$ cat src/rtl/hs_source.sv
// Handshake data source: emits an incrementing data word at LFSR-paced intervals,
// either as a one-way strobe (MODE 0) or as a four-phase req/ack transfer (MODE 1).
module hs_source #(
  parameter int          WIDTH   = 8,
  parameter int          MODE    = 0,
  parameter int          PULSE   = 1,
  parameter int          THRESH  = 49,
  parameter logic [15:0] SEED    = 16'hACE1,
  parameter int          TIMEOUT = 64,
  parameter int          CNT_W   = 16
) (
  input  logic             clk,
  input  logic             reset,
  input  logic             enable,
  input  logic             ack,
  output logic [WIDTH-1:0] q,
  output logic             sync,
  output logic             busy,
  output logic [CNT_W-1:0] sent_count,
  output logic             timeout_err
);

  localparam int PW = (PULSE > 1) ? $clog2(PULSE) : 1;
  localparam int TW = (TIMEOUT > 1) ? $clog2(TIMEOUT) : 1;
  localparam logic [PW-1:0] PLAST = PW'(PULSE - 1);
  localparam logic [TW-1:0] TLAST = TW'(TIMEOUT - 1);

  typedef enum logic [2:0] {S_IDLE, S_SEND, S_GAP, S_REQ, S_REL} state_e;

  state_e           state_q, state_d;
  logic [WIDTH-1:0] d_q, d_d;
  logic [15:0]      lfsr_q, lfsr_d;
  logic [CNT_W-1:0] cnt_q, cnt_d;
  logic             terr_q, terr_d;
  logic [TW-1:0]    wait_q, wait_d;
  logic [PW-1:0]    pcnt_q, pcnt_d;
  logic             hit;

  // THRESH of 0 means "always launch"; kept out of the comparator so it folds cleanly
  generate
    if (THRESH <= 0) begin : g_always
      assign hit = 1'b1;
    end else begin : g_cmp
      localparam logic [6:0] TH = 7'(THRESH);
      assign hit = ({1'b0, lfsr_q[5:0]} >= TH);
    end
  endgenerate

  assign lfsr_d = {1'b0, lfsr_q[15:1]} ^ (lfsr_q[0] ? 16'hB400 : 16'h0000);

  always_comb begin
    state_d = state_q;
    d_d     = d_q;
    cnt_d   = cnt_q;
    terr_d  = terr_q;
    wait_d  = wait_q;
    pcnt_d  = pcnt_q;
    case (state_q)
      S_IDLE: begin
        pcnt_d = '0;
        wait_d = '0;
        if (enable && hit) state_d = (MODE == 0) ? S_SEND : S_REQ;
      end
      S_SEND: begin
        if (pcnt_q == PLAST) begin
          pcnt_d  = '0;
          d_d     = d_q + WIDTH'(1);
          cnt_d   = cnt_q + CNT_W'(1);
          state_d = S_GAP;
        end else begin
          pcnt_d = pcnt_q + PW'(1);
        end
      end
      S_GAP: state_d = S_IDLE;
      S_REQ: begin
        // ack wins over a timeout landing on the same cycle
        if (ack) begin
          d_d     = d_q + WIDTH'(1);
          cnt_d   = cnt_q + CNT_W'(1);
          wait_d  = '0;
          state_d = S_REL;
        end else if (wait_q == TLAST) begin
          terr_d  = 1'b1;
          wait_d  = '0;
          state_d = S_REL;
        end else begin
          wait_d = wait_q + TW'(1);
        end
      end
      S_REL: if (!ack) state_d = S_IDLE;
      default: state_d = S_IDLE;
    endcase
  end

  always_ff @(posedge clk or posedge reset) begin
    if (reset) begin
      state_q <= S_IDLE;
      d_q     <= '0;
      lfsr_q  <= SEED;
      cnt_q   <= '0;
      terr_q  <= 1'b0;
      wait_q  <= '0;
      pcnt_q  <= '0;
    end else begin
      state_q <= state_d;
      d_q     <= d_d;
      lfsr_q  <= lfsr_d;
      cnt_q   <= cnt_d;
      terr_q  <= terr_d;
      wait_q  <= wait_d;
      pcnt_q  <= pcnt_d;
    end
  end

  assign sync        = (state_q == S_SEND) || (state_q == S_REQ);
  assign q           = sync ? d_q : '0;
  assign busy        = (state_q != S_IDLE);
  assign sent_count  = cnt_q;
  assign timeout_err = terr_q;

endmodule

$ cat config.mk
export PLATFORM = sky130hd
export DESIGN_NAME = hs_source
export DESIGN_NICKNAME = d
export VERILOG_FILES = /design/src/rtl/hs_source.sv
export SDC_FILE = /design/constraint.sdc
export NUM_CORES = 1
export LEC_CHECK = 0
export ABC_CLOCK_PERIOD_IN_PS = 2170
export CAP_MARGIN = 20
export CORE_MARGIN = 2
export CORE_UTILIZATION = 28
export CTS_BUF_LIST = sky130_fd_sc_hd__clkbuf_4
export CTS_CLUSTER_DIAMETER = 50
export CTS_CLUSTER_SIZE = 28
export DETAILED_ROUTE_END_ITERATION = 6
export PLACE_DENSITY = 0.56
export SYNTH_ARGS = -nofsm -noshare
export SYNTH_HDL_FRONTEND = slang
export SYNTH_SLANG_ARGS = --single-unit
$ cat constraint.sdc
create_clock -name clk -period 2.17 [get_ports clk]
set_input_delay 0.434 -clock clk [delete_from_list [all_inputs] [get_ports clk]]
set_output_delay 0.434 -clock clk [all_outputs]
set_load 0.05 [all_outputs]
==> flow_metrics.py <==
metrics = {
    "run_status": {
        "run_status": "finished, final reports clean",
    },
    "die": {
        "io_pins": 31,
        "die_y_um": 89.5,
        "die_w_um": 89.5,
        "rows": 31,
        "initial_utilization_pct": 28.5,
        "core_area_sq_um": 7180,
        "die_area_sq_um": 8010,
    },
    "detailed_routing": {
        "ant_nets": 0,
        "via_per_inst": 4.36,
        "drt-wirelength-per-cell_um": 11.5,
        "route.met2.wl_mm": 1.65,
        "maxUsedRoutingLayer": "met4",
        "drtIter0Drc": 43,
        "drc": 0,
        "met3_length_um": 155,
        "drt-total-wl_mm": 3.59,
        "dr.pass1.iters": 4,
        "drt-met1-wl_mm": 1.75,
        "vias": 1357,
    },
    "grt": {
        "grt_overflow": 0,
        "grt_pass1_vias": 1389,
        "grt_max_degree": 34,
        "antenna_found_initial": 0,
        "grtUsageTotal_pct": 10.4,
        "grt_pass1_wl_mm": 6.40,
    },
    "timing": {
        "setup_violations": 0,
        "report.final.slew_viol_count": 0,
        "hold_viol": 0,
        "final.setup_skew_ns": 0.0107,
        "layout_setup_ws_ns": 0.101,
        "fin_crit_sh_pct": 95.3,
        "fmax_mhz": 483,
        "fin_crit_ns": 2.07,
        "relSlewSlack_pct": 66.5,
        "grt_setup_unrepaired": "no",
        "tns_ns": 0,
        "tightest_slew_ns": 0.501,
    },
    "power": {
        "internal_power_mw": 1.21,
        "p_leak_nw": 1.22,
        "power_frac_seq_pct": 62.3,
        "p_sw_share_pct": 19.1,
        "powerDensity_nw_per_um2": 556,
        "ir_drop_uv": 343,
        "p_switching_mw": 0.286,
        "p_clk_share_pct": 35.8,
        "combPwrFrac_pct": 1.9,
    },
    "cells_and_area": {
        "ff_latch_area_sq_um": 1260,
        "drive_gt1_share_pct": 18.9,
        "diodes": 0,
        "syn_to_final_growth_pct": 31.6,
        "fin_nets": 218,
        "postLayoutCellArea_sq_um": 2690,
        "multiInputGateArea_sq_um": 759,
        "fillers": 705,
    },
    "cts": {
        "tritoncts": "built",
        "worstSkewPairLatency_ns": 0.35,
        "holdBufCountCts": 0,
        "cts_made_buffers": 5,
        "clk_pin_slew_ns": 0.13,
        "htreeDepth": 2,
        "cts_root_buffer": "clkbuf_4",
        "cts.sinks": 50,
        "clockBufferDepth": 2,
    },
    "setup_path": {
        "crit_type": "register to primary output",
        "worstPathRequired_ns": 1.74,
        "slowest_delay_ns": 0.83,
        "arrival_ns": 1.64,
        "end_kind": "primary output",
        "critPathMaxFanout": 5,
        "r2r_cells": 6,
        "path_cells": "clkdlybuf4s50_1",
        "start_kind": "register",
        "path_depth": 1,
        "critPathBufInv": 1,
        "crit_path_top_delay_cell": "clkdlybuf4s50_1",
        "path_delay_family": "buffers and inverters",
    },
    "synthesis": {
        "ys_types": 36,
        "ys_seq_area_share_pct": 61.6,
        "synth-async-reset-ratio_pct": 100,
        "yosysWarnings": 0,
        "synth_edf_count": 0,
        "synth_top_cell_area_share_pct": 51.3,
        "synthCells": 170,
        "synth.avg_cell_area_sq_um": 12.0,
        "synth_area_leaders": "dfrtp_1, dfstp_2, xnor2_1",
        "synth_top_area_cell": "dfrtp_1",
        "synthesis.nets": 177,
        "ys_ff_latch": 50,
        "synth_ff_type": "dfrtp_1",
        "syn_area_sq_um": 2050,
    },
    "job": {
        "drv_cap": 0,
    },
    "hold_path": {
        "hp-class": "primary input to asynchronous set/reset pin",
    },
    "place": {
        "dpl_cell_area_sq_um": 2590,
        "place_congestion": 0.703,
        "portBuffers": 30,
        "dpl_worst_slack_ns": 0.238,
        "post-dp-hpwl_mm": 2.59,
    },
}
-- layer usage --
metal / vias to the layer above / track usage, %
met1: 663 / 13.8
li1: 665 / -
met2: 24 / 16.0
met3: 5 / 3.60
met4: 0 / 3.26
met5: - / 0
-- cell families (layout without fill, tap and decap cells) --
kind of cell | after synthesis | count (layout) | share of synthesized area, %
AND/OR/NAND/NOR | 65 | 65 | 17.5
flip-flops | 50 | 50 | 61.6
XOR/XNOR | 26 | 26 | 11.1
AO/OA/AOI/OAI | 17 | 17 | 5.50
buffers and inverters | 7 | 49 | 1.28
adder cells (fa/ha/maj) | 3 | 3 | 1.83
multiplexers | 2 | 2 | 1.10
-- cells in the final DEF (no fill, tap or decap), types with 5 or more instances in the layout --
cell | netlist | final
nor2_1 | 8 | 8
xnor2_1 | 13 | 13
clkdlybuf4s50_1 | 0 | 19
xor2_1 | 13 | 13
and2_1 | 8 | 8
nand4_1 | 5 | 5
nand3_1 | 9 | 9
buf_4 | 0 | 5
dfrtp_1 | 42 | 42
buf_12 | 0 | 10
clkbuf_4 | 0 | 7
dfstp_2 | 8 | 8
o21ai_0 | 5 | 5
nor3_1 | 7 | 7
nand2_1 | 12 | 12
-- cell usage after synthesis, types with 2 or more instances --
library cell   n
dfstp_2        8
dfrtp_1       42
o21ai_0        5
inv_1          6
nand3_1        9
a21oi_1        4
xnor2_1       13
and4_1         2
ha_1           3
nor4_1         3
xor2_1        13
nand2_1       12
nor3_1         7
and3_1         2
nor2_1         8
mux2_2         2
and2_1         8
nand4_1        5
-- through the flow --
stage / instances / hold WS, ns / power [mW] / utilization, %
final: 311 / 0.359 / 1.50 / 37.5
after global routing: 311 / 0.356 / 1.58 / 37.5
after CTS: 309 / 0.356 / 1.53 / 37.3
after detailed placement: 301 / 0.336 / 0.980 / 36.1
after global placement: 301 / 0.340 / 0.980 / 36.1
after floorplan: 170 / 0.331 / 0.964 / -
-- sequential cells by signal, indices dropped and copies added (netlist names) --
| register | count |
|---|---|
| lfsr_q | 16 |
| sent_count | 16 |
| d_q | 8 |
| wait_q | 6 |
| state_q | 3 |
| timeout_err | 1 |
-- final timing paths --
| path | from | end | slack [ns] |
|---|---|---|---|
| setup / recovery | sent_count[3]$_DFFE_PP0P_ | sent_count[3] | 0.10 |
| hold / removal | reset | sent_count[11]$_DFFE_PP0P_ | 0.36 |
| setup reg to reg | state_q[2]$_DFFE_PP0P_ | sent_count[15]$_DFFE_PP0P_ | 0.53 |
| hold reg to reg | lfsr_q[7]$_DFF_PP1_ | lfsr_q[6]$_DFF_PP1_ | 0.36 |
| max in group asynchronous | reset | lfsr_q[7]$_DFF_PP1_ | 1.23 |
| min in group clk | lfsr_q[7]$_DFF_PP1_ | lfsr_q[6]$_DFF_PP1_ | 0.36 |
-- area by class of cell --
cell class	instances	share of cell area [%]
Clock buffer	7	1.95
Tap cell	99	4.60
Clock inverter	1	1.11
Multi-Input combinational cell	113	28.2
Sequential cell	50	46.8
Timing Repair Buffer	35	16.3
Inverter	6	0.975
-- what timing repair did --
action / 4_1_cts / 5_1_grt
pin swaps: 0 / 0
setup endpoints to repair: 8 / 9
buffers inserted: 0 / 2
hold endpoints to repair: 0 / 0
resized for setup: 1 / 1
-- power by group through the flow --
stage                     Sequential, mW  Clock [mW]  Combinational, mW
after floorplan                    0.950           0             0.0141
after global placement             0.950           0             0.0305
after detailed placement           0.950           0             0.0309
after CTS                          0.933       0.563             0.0309
after global routing               0.933       0.608             0.0339
final                              0.933       0.536             0.0288
Note: power is estimated with default switching activity, not from simulation.
